==> src/rtl/sm_accumulator.sv <==
`default_nettype none
// ============================================================================
// Module   : sm_accumulator
// Brief    : Streaming sign-magnitude accumulator. Sums one packet of terms
//            arriving over valid/ready, then presents a single registered
//            result with an overflow flag and a term count.
// Revision : 1.0 - initial release
// ============================================================================
module sm_accumulator #(
  parameter int WIDTH    = 21,
  parameter int GUARD    = 4,
  parameter int SATURATE = 1,
  parameter int CNT_W    = 8
) (
  input  logic             clk,
  input  logic             rst,
  input  logic             clr,
  input  logic             in_valid,
  output logic             in_ready,
  input  logic [WIDTH-1:0] in_data,
  input  logic             in_last,
  output logic             out_valid,
  input  logic             out_ready,
  output logic [WIDTH-1:0] out_data,
  output logic             out_sat,
  output logic [CNT_W-1:0] out_count
);

  localparam int MAG = WIDTH - 1;
  localparam int ACC_W = MAG + GUARD;
  // Largest magnitude representable at the output, widened to accumulator size.
  localparam logic [ACC_W-1:0] C_MAG_LIMIT = (ACC_W'(1) << MAG) - ACC_W'(1);

  typedef enum logic [1:0] {
    IDLE  = 2'd0,
    ACCUM = 2'd1,
    HOLD  = 2'd2
  } state_t;

  state_t r_state;
  state_t w_state_nxt;

  logic             r_sign;
  logic [ACC_W-1:0] r_mag;
  logic             r_ovf;
  logic [CNT_W-1:0] r_count;
  logic [WIDTH-1:0] r_out_data;
  logic             r_out_sat;
  logic [CNT_W-1:0] r_out_count;

  logic             w_accept;
  logic [ACC_W-1:0] w_term_mag;
  logic             w_term_sign;
  logic [ACC_W:0]   w_sum;
  logic             w_acc_sign;
  logic [ACC_W-1:0] w_acc_mag;
  logic             w_acc_ovf;
  logic             w_ovf_out;
  logic [MAG-1:0]   w_out_mag;
  logic             w_out_sign;
  logic [CNT_W-1:0] w_count_nxt;

  assign in_ready  = (r_state != HOLD);
  assign out_valid = (r_state == HOLD);
  assign out_data  = r_out_data;
  assign out_sat   = r_out_sat;
  assign out_count = r_out_count;

  assign w_accept    = in_valid & in_ready;
  // A negative zero term is folded to +0 so it can never flip the sign.
  assign w_term_mag  = ACC_W'(in_data[MAG-1:0]);
  assign w_term_sign = in_data[WIDTH-1] & (|in_data[MAG-1:0]);
  assign w_sum       = {1'b0, r_mag} + {1'b0, w_term_mag};
  assign w_count_nxt = r_count + CNT_W'(1);

  // Sign-magnitude add of the incoming term into the running accumulator.
  always_comb begin
    w_acc_sign = r_sign;
    w_acc_mag  = r_mag;
    w_acc_ovf  = r_ovf;
    if (r_sign == w_term_sign) begin
      if (w_sum[ACC_W]) begin
        w_acc_mag = '1;
        w_acc_ovf = 1'b1;
      end else begin
        w_acc_mag = w_sum[ACC_W-1:0];
      end
    end else if (r_mag >= w_term_mag) begin
      w_acc_mag = r_mag - w_term_mag;
    end else begin
      w_acc_mag  = w_term_mag - r_mag;
      w_acc_sign = w_term_sign;
    end
    // Keep the accumulator free of -0.
    if (w_acc_mag == '0) begin
      w_acc_sign = 1'b0;
    end
  end

  assign w_ovf_out = w_acc_ovf | (w_acc_mag > C_MAG_LIMIT);

  generate
    if (SATURATE != 0) begin : g_sat
      assign w_out_mag = w_ovf_out ? {MAG{1'b1}} : w_acc_mag[MAG-1:0];
    end else begin : g_trunc
      assign w_out_mag = w_acc_mag[MAG-1:0];
    end
  endgenerate

  // Truncation can produce a zero magnitude; the result sign then reads +0.
  assign w_out_sign = w_acc_sign & (|w_out_mag);

  // State register.
  always_ff @(posedge clk or posedge rst) begin
    if (rst) begin
      r_state <= IDLE;
    end else begin
      r_state <= w_state_nxt;
    end
  end

  // Next-state logic: packet in, result out, clr aborts from anywhere.
  always_comb begin
    w_state_nxt = r_state;
    if (clr) begin
      w_state_nxt = IDLE;
    end else begin
      case (r_state)
        IDLE, ACCUM: begin
          if (w_accept) begin
            w_state_nxt = in_last ? HOLD : ACCUM;
          end
        end
        HOLD: begin
          if (out_ready) begin
            w_state_nxt = IDLE;
          end
        end
        default: w_state_nxt = IDLE;
      endcase
    end
  end

  // Accumulator, counter and output registers; result captured on the last term.
  always_ff @(posedge clk or posedge rst) begin
    if (rst) begin
      r_sign      <= 1'b0;
      r_mag       <= '0;
      r_ovf       <= 1'b0;
      r_count     <= '0;
      r_out_data  <= '0;
      r_out_sat   <= 1'b0;
      r_out_count <= '0;
    end else if (clr) begin
      r_sign  <= 1'b0;
      r_mag   <= '0;
      r_ovf   <= 1'b0;
      r_count <= '0;
    end else if (r_state == HOLD) begin
      if (out_ready) begin
        r_sign  <= 1'b0;
        r_mag   <= '0;
        r_ovf   <= 1'b0;
        r_count <= '0;
      end
    end else if (w_accept) begin
      r_sign  <= w_acc_sign;
      r_mag   <= w_acc_mag;
      r_ovf   <= w_acc_ovf;
      r_count <= w_count_nxt;
      if (in_last) begin
        r_out_data  <= {w_out_sign, w_out_mag};
        r_out_sat   <= w_ovf_out;
        r_out_count <= w_count_nxt;
      end
    end
  end

endmodule
`default_nettype wire

==> config.mk <==
export PLATFORM = sky130hd
export DESIGN_NAME = sm_accumulator
export DESIGN_NICKNAME = d
export VERILOG_FILES = /design/src/rtl/sm_accumulator.sv
export SDC_FILE = /design/constraint.sdc
export NUM_CORES = 1
export LEC_CHECK = 0
export BUFFER_PORTS_ARGS = -buffer_cell sky130_fd_sc_hd__buf_2
export CAP_MARGIN = 20
export CORE_MARGIN = 10
export CORE_UTILIZATION = 30
export CTS_CLUSTER_DIAMETER = 40
export DETAILED_ROUTE_END_ITERATION = 8
export HOLD_SLACK_MARGIN = 0.12
export PLACE_DENSITY = 0.58
export SYNTH_ARGS = -nofsm -noshare
export SYNTH_HDL_FRONTEND = slang
export SYNTH_SLANG_ARGS = --single-unit
==> constraint.sdc <==
create_clock -name clk -period 4.2 [get_ports clk]
set_input_delay 0.42 -clock clk [delete_from_list [all_inputs] [get_ports clk]]
set_output_delay 0.42 -clock clk [all_outputs]
set_load 0.005 [all_outputs]
==> results of run 1 <==
==> state kept, by name (all words and copies together), names as in the netlist <==
register   cells
r_mag         24
out_data      21
out_count      8
r_count        8
r_state        2
out_sat        1
r_ovf          1
r_sign         1
==> cells in the final DEF, fill, tap and decap left out, types with 5 or more instances in the layout <==
cell / n
o22a_1: 11
nor4_1: 10
a221oi_1: 6
buf_4: 197
and3_1: 7
nand4_1: 12
a221o_1: 6
nand2_1: 71
o31ai_1: 8
a21o_1: 16
clkbuf_16: 9
mux2i_1: 15
buf_2: 58
a21oi_1: 95
o21ai_0: 57
a31oi_1: 6
a22o_1: 14
ha_1: 65
nand3_1: 17
dfrtp_1: 66
o22ai_1: 6
nor3_1: 13
o21ai_1: 8
nor2_1: 63
o21bai_1: 13
nor2b_1: 9
and2_1: 5
inv_1: 69
or3_1: 5
o211ai_1: 10
xnor2_1: 16
a211oi_1: 5
inv_2: 5
==> repair_timing <==
| action | 4_1_cts | 5_1_grt |
|---|---|---|
| endpoints found under the setup margin | 23 | 23 |
| cloned | 0 | 0 |
| hold buffers | 0 | 0 |
| resized for setup | 7 | 38 |
| setup buffers | 3 | 1 |
| pin swaps | 4 | 14 |
==> worst paths after layout <==
kind                                           from                  endpoint  slack [ns]  cells after the start
min                                             rst   out_data[1]$_DFFE_PP0P_        0.22                      2
min in group clk                                clr    r_count[0]$_DFFE_PP0P_        0.30                      2
min reg2reg                out_count[1]$_DFFE_PP0P_  out_count[1]$_DFFE_PP0P_        0.48                      2
max reg2reg                    r_mag[0]$_DFFE_PP0P_  out_data[11]$_DFFE_PP0P_        0.09                     15
max                            r_mag[0]$_DFFE_PP0P_  out_data[11]$_DFFE_PP0P_        0.09                     15
max in group asynchronous                       rst    r_count[7]$_DFFE_PP0P_        3.03                      3
==> power by group through the flow <==
stage | Sequential, W | Clock (W) | Combinational (W)
floorplan | 0.000865 | 0 | 0.00175
global placement | 0.000879 | 0 | 0.00328
detailed placement | 0.000880 | 0 | 0.00326
CTS | 0.000870 | 0.000800 | 0.00330
global route | 0.000892 | 0.000825 | 0.00372
finish | 0.000874 | 0.000788 | 0.00349
==> stage by stage <==
stage	cell area (sq um)	hold slack, ns
after floorplan	6670	0.434
final	9100	0.223
after CTS	8920	0.251
after detailed placement	8560	0.462
after global placement	8560	0.456
after global routing	9100	0.295
==> per-layer routing <==
layer | up-vias | GRT usage [%] | wire (um)
met5 | - | 0 | 0
met4 | 0 | 4.80 | 549
met3 | 44 | 3.54 | 2200
met2 | 333 | 27.4 | 11600
met1 | 3587 | 28.0 | 13600
li1 | 3554 | - | -
==> final cells by class <==
cell class,instances,area [sq um],share of cell area [%]
Clock buffer,10,239,2.63
Clock inverter,5,55.1,0.605
Inverter,74,278,3.05
Multi-Input combinational cell,669,4730,52.0
Sequential cell,66,1650,18.1
Tap cell,280,350,3.85
Timing Repair Buffer,257,1800,19.7
==> cell families after synthesis <==
kind of cell | synth area share, %
simple gates | 18.1
flops | 24.8
buf+inv | 7.26
xor+xnor | 2.37
compound gates | 31.1
fa+ha+maj | 13.7
mux | 2.76
==> Yosys cell counts (6+ instances only) <==
library cell  count  share of area (%)
nand2_1          71                4.0
nand3_1          19                1.4
a221o_1           6               0.90
mux2i_1          15                2.3
a21oi_1          97                7.3
nor2_1           63                3.5
a22oi_1           7               0.79
inv_1            70                3.9
xnor2_1          16                2.1
a21o_1           16                1.8
o211ai_1         10                1.1
a22o_1           14                1.8
and2_1            6               0.56
o21bai_1         13                1.5
o31ai_1           8               0.90
o21ai_0          61                4.6
clkbuf_1         23                1.3
nor4_1           12                1.1
o21ai_1           7               0.53
nor2b_1          10               0.94
buf_2            18                1.4
o22ai_1           6               0.56
o22a_1           11                1.4
a31oi_1           6               0.56
or3_1             6               0.56
nand4_1          12                1.1
nor3_1           13               0.98
and3_1            8               0.75
a211oi_1          6               0.68
dfrtp_1          66                 25
a221oi_1          6               0.79
ha_1             68                 13
==> run metrics, run 1 <==
vias per cell=5.52; EDFF count, synth=0; max cap viols=0; max incr delay on CP=0.59 ns; largest net degree at the start of global routing=35; setup tns final=0 ns; outcome=complete, no violations; diode count=0; CP Launch Type=register; clk buf depth=2; cell row count=54; core area=21800 sq um; Max VDD drop=0.263 mV; Sequential Power Share=17.0%; Slew headroom=47.6%; die extent in y=169 um; Pwr per Cell Area=566 nW/um^2; via count=7518; syn_area_per_cell=7.81 sq um; Finished Core Util=41.7%; async set-reset flop share out of synthesis=100%; Setup Crit Path Kind=register to register; Worst EP required=4.43 ns; RePlAce Congestion=0.998; Worst-Skew Late Latency=0.35 ns; CP max FO=8; min Tclk post-route=4.11 ns; final wirelength=28000 um; P_sw=0.00239 W; post-route ant nets=0; Synthesized Nets=951; critical path arrival=4.34 ns; fmax=244 MHz; layout cell share with drive strength beyond 1=30.3%; final slew viol count=0; first-pass GRT wire length=42400 um; Worst Hold Class=input port to asynchronous set/reset pin; global-route usage over all layers=18.9%; Starting Density=30.5%; clock power share=15.3%; DP Wirelength=22300 um; Iteration-0 DRC Markers=757; Switching Fraction=46.3%; Max Clock Skew=0.0148 ns; DP Worst Slack=-0.522 ns; CP dominant cell by count=buf_4; Synth Cell Area=6670 sq um; Tcrit/Tclk final=97.8%; H-tree levels=3; CP top delay family=simple AND/OR/NAND/NOR gates; initial antenna violation count=0; number of CTS-inserted buffers=9; final std cells w/o fill=1361; post-synthesis register bit count=66; Netlist cell types=76; CP endpoint kind=register; # DRC=0; Root Buffer=clkbuf_16; P&R area growth vs syn=36.6%; dpl cells=1341; cell count after synthesis=853; Die W=169 um; CTS tree=done; grt ovf=0; DIE AREA=28600 sq um; final count of hold timing violations=0; CP Cell Sequence=ha_2, fa_2, nor2b_1, o211ai_1, buf_4, a21oi_2, o41ai_4, buf_4, a41oi_2, nand3_1, nand2_1, o2bb2ai_1, or4b_4, or4_4, o22a_1; Main synth FF type=dfrtp_1; combinational group share of total power=67.7%; Worst Tran Pin Value=0.785 ns; Clk pin slew, worst setup/hold paths=0.06 ns; Boundary Pins=59; part of the Yosys area used for sequential elements=24.8%; Tot Pwr=0.00515 W; Leakage=4.24 nW; vias in the first global route=7224; final setup fails=0; CTS Sinks=66; post-route setup slack=0.0938 ns; Slowest-stage cell, CP=or4_4; YS warnings=0; Port Buffers=58; Pre-antenna DRT Iters=6; fillcell total=2256; Bufs and invs on worst path=2; nets=1175; Wirelength per Cell=20.5 um; Pint=0.00276 W
Power figures use the tool's default switching activity.
==> run 2, diff against run 1 <==
SETUP_SLACK_MARGIN = 0.4   (was not set)
==> run 2 against run 1 <==
Compared with the run above:
- worst setup slack better by 0.11 ns
- worst hold slack worse by 0.014 ns
- sequential share of layout area shrank 0.52 points
- clock skew decreased by 0.0095 ns
- utilization up 1.4 points
- routed wire length up 2.9%
- flip-flop and latch count unchanged
- combinational power grew 7.4%
- largest power group unchanged
- global-route usage about the same
==> run metrics, run 2 (synthesized netlist as in run 1, its figures left out) <==
final count of hold timing violations=0 (unchanged); Finished Core Util=43.1% (was 41.7%); layout cell share with drive strength beyond 1=33.6% (was 30.3%); grt ovf=0 (unchanged); Max VDD drop=0.385 mV (was 0.263 mV); largest net degree at the start of global routing=35 (unchanged); fmax=250 MHz (was 244 MHz); max reg flops=24 (unchanged); Boundary Pins=59 (unchanged); Top reg by flops=r_mag (unchanged); final wirelength=28800 um (was 28000 um); final setup fails=0 (unchanged); CTS tree=done (unchanged); final slew viol count=0 (unchanged); CP max FO=7 (was 8); Leakage=4.22 nW (was 4.24 nW); post-route ant nets=0 (unchanged); DIE AREA=28600 sq um (unchanged); Worst Hold Class=input port to asynchronous set/reset pin (unchanged); Worst-Skew Late Latency=0.33 ns (was 0.35 ns); initial antenna violation count=0 (unchanged); RSZ-0062 raised after global routing=yes; die extent in y=169 um (unchanged); clk buf depth=2 (unchanged); via count=7505 (was 7518); Iteration-0 DRC Markers=629 (was 757); # DRC=0 (unchanged); global-route usage over all layers=19.0% (was 18.9%); CP endpoint kind=register (unchanged); setup tns final=0 ns (unchanged); outcome=complete, no violations (unchanged); Worst EP required=4.40 ns (was 4.43 ns); nets=1161 (was 1175); hold buffer count at cts=0 (unchanged); Port Buffers=58 (unchanged); Slew headroom=40.5% (was 47.6%); most frequent cells in the layout=buf_4, a21oi_1, nand2_1, inv_1, dfrtp_1 (unchanged); hold slack=0.209 ns (was 0.223 ns); RePlAce Congestion=0.968 (was 0.998); leading cell type in the layout, fill and taps excluded=buf_4 (unchanged); Setup Crit Path Kind=register to register (unchanged); vias per cell=5.57 (was 5.52); core area=21800 sq um (unchanged); Pre-antenna DRT Iters=6 (unchanged); Clk pin slew, worst setup/hold paths=0.05 ns (was 0.06 ns); DP Wirelength=22800 um (was 22300 um); number of CTS-inserted buffers=9 (unchanged); critical path arrival=4.20 ns (was 4.34 ns); vias in the first global route=7218 (was 7224); P&R area growth vs syn=41.0% (was 36.6%); max cap viols=0 (unchanged); Die W=169 um (unchanged); cell row count=54 (unchanged); Starting Density=30.5% (unchanged); diode count=0 (unchanged); Max Clock Skew=0.00531 ns (was 0.0148 ns); first-pass GRT wire length=42700 um (was 42400 um); H-tree levels=3 (unchanged); Wirelength per Cell=21.4 um (was 20.5 um); min Tclk post-route=4.00 ns (was 4.11 ns); Root Buffer=clkbuf_16 (unchanged); CP Launch Type=register (unchanged); Pwr per Cell Area=573 nW/um^2 (was 566 nW/um^2); Worst Tran Pin Value=0.889 ns (was 0.785 ns); Tcrit/Tclk final=95.2% (was 97.8%); CTS Sinks=66 (unchanged)
[run 2: cell count changes in the layout (fill, tap and decap cells not counted), moves of 4 or more]
cell and delta:
ha_1 -10, buf_6 +15, buf_4 -29, a21oi_2 +14
dfrtp_2 +4, ha_4 +9, dfrtp_1 -4, a21oi_1 -17
o21ai_0 -4
[run 2: worst paths after layout]
check,endpoint,slack (ns),start,cells past startpoint
worst max-delay path,out_data[8]$_DFFE_PP0P_,0.20,r_mag[16]$_DFFE_PP0P_,15
worst min-delay path,out_data[2]$_DFFE_PP0P_,0.21,rst,2
worst max register to register,out_data[8]$_DFFE_PP0P_,0.20,r_mag[16]$_DFFE_PP0P_,15
worst min register to register,out_count[7]$_DFFE_PP0P_,0.47,out_count[7]$_DFFE_PP0P_,2
max in group asynchronous,r_mag[13]$_DFFE_PP0P_,3.07,rst,3
min in group clk,r_state[1]$_DFFE_PP0P_,0.32,clr,2
[run 2: layout make-up]
| class | count | area [sq um] |
|---|---|---|
| fill | 2208 | 12400 |
| multi-input combinational | 669 | 5080 |
| timing repair buffer | 243 | 1750 |
| sequential | 66 | 1660 |
| tap | 280 | 350 |
| inverter | 74 | 278 |
| clock buffer | 12 | 246 |
| clock inverter | 3 | 40.0 |
[run 2: layer usage]
layer,wire length [um],global-route usage (%)
met5,0,0
met4,272,3.38
met3,2550,4.56
met2,12300,27.8
met1,13700,27.6
[run 2: timing repair]
item | in CTS | in global routing
pin swaps | 24 | 20
cloned | 0 | 1
resized for setup | 59 | 65
endpoints found under the setup margin | 23 | 24
setup buffers | 13 | 7
[run 2: worst max-delay path, stage by stage, from the launching register on]
cell and delay [ns]:
dfrtp_1 0.43, ha_1 0.44, buf_4 0.16, nand2_1 0.09, o21ai_1 0.28, a311oi_1 0.14
or3_1 0.41, nand4_1 0.15, o31a_1 0.21, a21oi_1 0.10, a2bb2oi_2 0.17, or4b_4 0.49
buf_6 0.14, nor4_4 0.38, buf_6 0.21, a21oi_2 0.06
[run 2: power breakdown]
part	switching (W)	internal, W
Sequential	0.000148	0.000761
Clock	0.000256	0.000470
Combinational	0.00209	0.00166
[run 2: per-stage QoR]
step / cell area (sq um) / std cells / total power (W) / worst slack, ns
2_1_floorplan: 6700 / 853 / 0.00263 / 0.404
3_3_place_gp: 8360 / 1310 / 0.00411 / -0.102
3_5_place_dp: 8360 / 1310 / 0.00409 / -0.141
4_1_cts: 9040 / 1338 / 0.00506 / 0.298
5_1_grt: 9400 / 1347 / 0.00567 / 0.121
6_report: 9400 / 1347 / 0.00538 / 0.200
==> run 3, diff against run 2 <==
clock period = 4.5 ns   (was 4.2 ns; I/O delays follow)
==> run 3 against run 2 <==
Compared with the run above:
- worst hold slack better by 0.14 ns
- via count down 3.9%
- combinational power down 22%
- die area unchanged
- critical path type unchanged
- clock power down 7.7%
- critical endpoint is now out_data[11]$_DFFE_PP0P_
- non-clock buffer count down 74
- largest power group unchanged
- final area down 8.0%
- final cell count down 5.5%
- fmax down 1.7%
==> run metrics, run 3 (synthesized netlist as in run 1, its figures left out) <==
min Tclk post-route=4.07 ns (was 4.00 ns); FF/Latch Area=1660 sq um (unchanged); global-route usage over all layers=17.2% (was 19.0%); Pint=0.00236 W (was 0.00289 W); final setup fails=0 (unchanged); max reg flops=24 (unchanged); cell row count=54 (unchanged); Slew headroom=43.1% (was 40.5%); P_sw=0.00209 W (was 0.00249 W); Port Buffers=58 (unchanged); max cap viols=0 (unchanged); fmax=246 MHz (was 250 MHz); area of the multi-input gates=4940 sq um (was 5080 sq um); Setup Crit Path Kind=register to register (unchanged); die extent in y=169 um (unchanged); Finished Core Util=39.6% (was 43.1%); DP Wirelength=20500 um (was 22800 um); number of CTS-inserted buffers=9 (unchanged); critical path arrival=4.27 ns (was 4.20 ns); via count=7215 (was 7505); leading cell type in the layout, fill and taps excluded=buf_4 (unchanged); largest net degree at the start of global routing=67 (was 35); combinational group share of total power=65.7% (was 69.6%); vias per cell=5.67 (was 5.57); Die W=169 um (unchanged); Tcrit/Tclk final=90.4% (was 95.2%); hold slack=0.351 ns (was 0.209 ns); RSZ-0062 raised after global routing=yes (unchanged); nets=1087 (was 1161); Worst Hold Class=input port to register (was input port to asynchronous set/reset pin); Iteration-0 DRC Markers=906 (was 629); Worst-Skew Late Latency=0.32 ns (was 0.33 ns); first-pass GRT wire length=39200 um (was 42700 um); fillcell total=2221 (was 2208); DP Worst Slack=-0.0886 ns (was -0.141 ns); post-route ant nets=0 (unchanged); CTS Sinks=66 (unchanged); Pre-antenna DRT Iters=5 (was 6); P&R area growth vs syn=29.7% (was 41.0%); clock power share=15.1% (was 13.5%); Clk pin slew, worst setup/hold paths=0.06 ns (was 0.05 ns); Tot Pwr=0.00445 W (was 0.00538 W); Wirelength per Cell=20.4 um (was 21.4 um); DIE AREA=28600 sq um (unchanged); RePlAce Congestion=0.964 (was 0.968); Worst Tran Pin Value=0.845 ns (was 0.889 ns); clk buf depth=2 (unchanged); Worst EP required=4.71 ns (was 4.40 ns); Max VDD drop=0.250 mV (was 0.385 mV); CTS tree=done (unchanged); post-route setup slack=0.433 ns (was 0.200 ns); # DRC=0 (unchanged); diode count=0 (unchanged); final slew viol count=0 (unchanged); final wirelength=26000 um (was 28800 um); Boundary Pins=59 (unchanged); Switching Fraction=46.9% (was 46.3%); CP max FO=8 (was 7); CP Launch Type=register (unchanged); core area=21800 sq um (unchanged); setup tns final=0 ns (unchanged); Pwr per Cell Area=515 nW/um^2 (was 573 nW/um^2); vias in the first global route=6813 (was 7218); Root Buffer=clkbuf_16 (unchanged); outcome=complete, no violations (unchanged); Top reg by flops=r_mag (unchanged); Max Clock Skew=0.00482 ns (was 0.00531 ns); Starting Density=30.5% (unchanged); grt ovf=0 (unchanged); Sequential Power Share=19.2% (was 16.9%); layout cell share with drive strength beyond 1=26.2% (was 33.6%); most frequent cells in the layout=buf_4, a21oi_1, nand2_1, inv_1, dfrtp_1 (unchanged); Leakage=3.84 nW (was 4.22 nW); H-tree levels=3 (unchanged); initial antenna violation count=0 (unchanged); final count of hold timing violations=0 (unchanged); CP endpoint kind=register (unchanged)
-- run 3: cell count changes in the layout (fill, tap and decap cells not counted), moves of 3 or more --
cell	previous run	this run
ha_4	9	13
ha_2	4	1
buf_6	16	1
a21oi_1	78	91
a21oi_2	17	6
clkbuf_8	1	4
o21ai_0	53	56
buf_4	168	109
o21ai_2	5	1
-- run 3: power groups by stage --
stage	registers, W	logic [W]	clock network (W)
global placement	0.000843	0.00265	0
finish	0.000855	0.00292	0.000670
detailed placement	0.000840	0.00264	0
CTS	0.000834	0.00268	0.000678
global route	0.000868	0.00315	0.000698
floorplan	0.000807	0.00163	0
-- run 3: metrics by stage --
step	area, sq um	instances
6_report	8650	1273
5_1_grt	8650	1273
4_1_cts	8180	1261
3_5_place_dp	7850	1246
3_3_place_gp	7840	1245
2_1_floorplan	6670	853
-- run 3: final timing paths --
check	depth (start not counted)	to	slack, ns	startpoint
max in group asynchronous	3	r_mag[12]$_DFFE_PP0P_	3.53	rst
max reg2reg	15	out_data[11]$_DFFE_PP0P_	0.43	r_mag[0]$_DFFE_PP0P_
min reg2reg	1	r_state[0]$_DFFE_PP0P_	0.47	r_state[1]$_DFFE_PP0P_
min in group asynchronous	3	out_data[1]$_DFFE_PP0P_	0.37	rst
min	2	r_count[0]$_DFFE_PP0P_	0.35	clr
max	15	out_data[11]$_DFFE_PP0P_	0.43	r_mag[0]$_DFFE_PP0P_
-- run 3: final cells by class --
cell class / instances / area share (%)
inverters: 74 / 3.21
repair buffers: 169 / 13.1
clock inverters: 2 / 0.116
well taps: 280 / 4.05
clock buffers: 13 / 3.24
flip-flops and latches: 66 / 19.2
multi-input cells: 669 / 57.1
-- run 3: critical path, stage by stage, from the launching register on --
cell	delay, ns
dfrtp_2	0.44
ha_4	0.18
fa_2	0.41
nor2b_4	0.15
o211ai_1	0.21
buf_4	0.20
a21oi_2	0.07
o31ai_2	0.24
buf_4	0.19
nand3_4	0.11
nor2_2	0.14
mux2i_1	0.07
and2_1	0.16
or4b_4	0.54
or4_4	0.61
o22a_1	0.22
-- run 3: metal layers --
layer / share of wire, % / GRT usage (%) / up-vias
met3: 10 / 5.07 / 38
met4: 2.1 / 4.32 / 0
li1: - / - / 3380
met5: 0 / 0 / -
met2: 41 / 24.6 / 356
met1: 46 / 24.5 / 3441
-- run 3: timing repair --
| action | CTS | global route |
|---|---|---|
| cloned | 0 | 0 |
| hold buffers | 0 | 0 |
| endpoints found under the hold margin | 0 | 0 |
| buffers inserted | 0 | 12 |
| pin swaps | 1 | 27 |
| resized for setup | 9 | 69 |
| setup endpoints to repair | 23 | 23 |
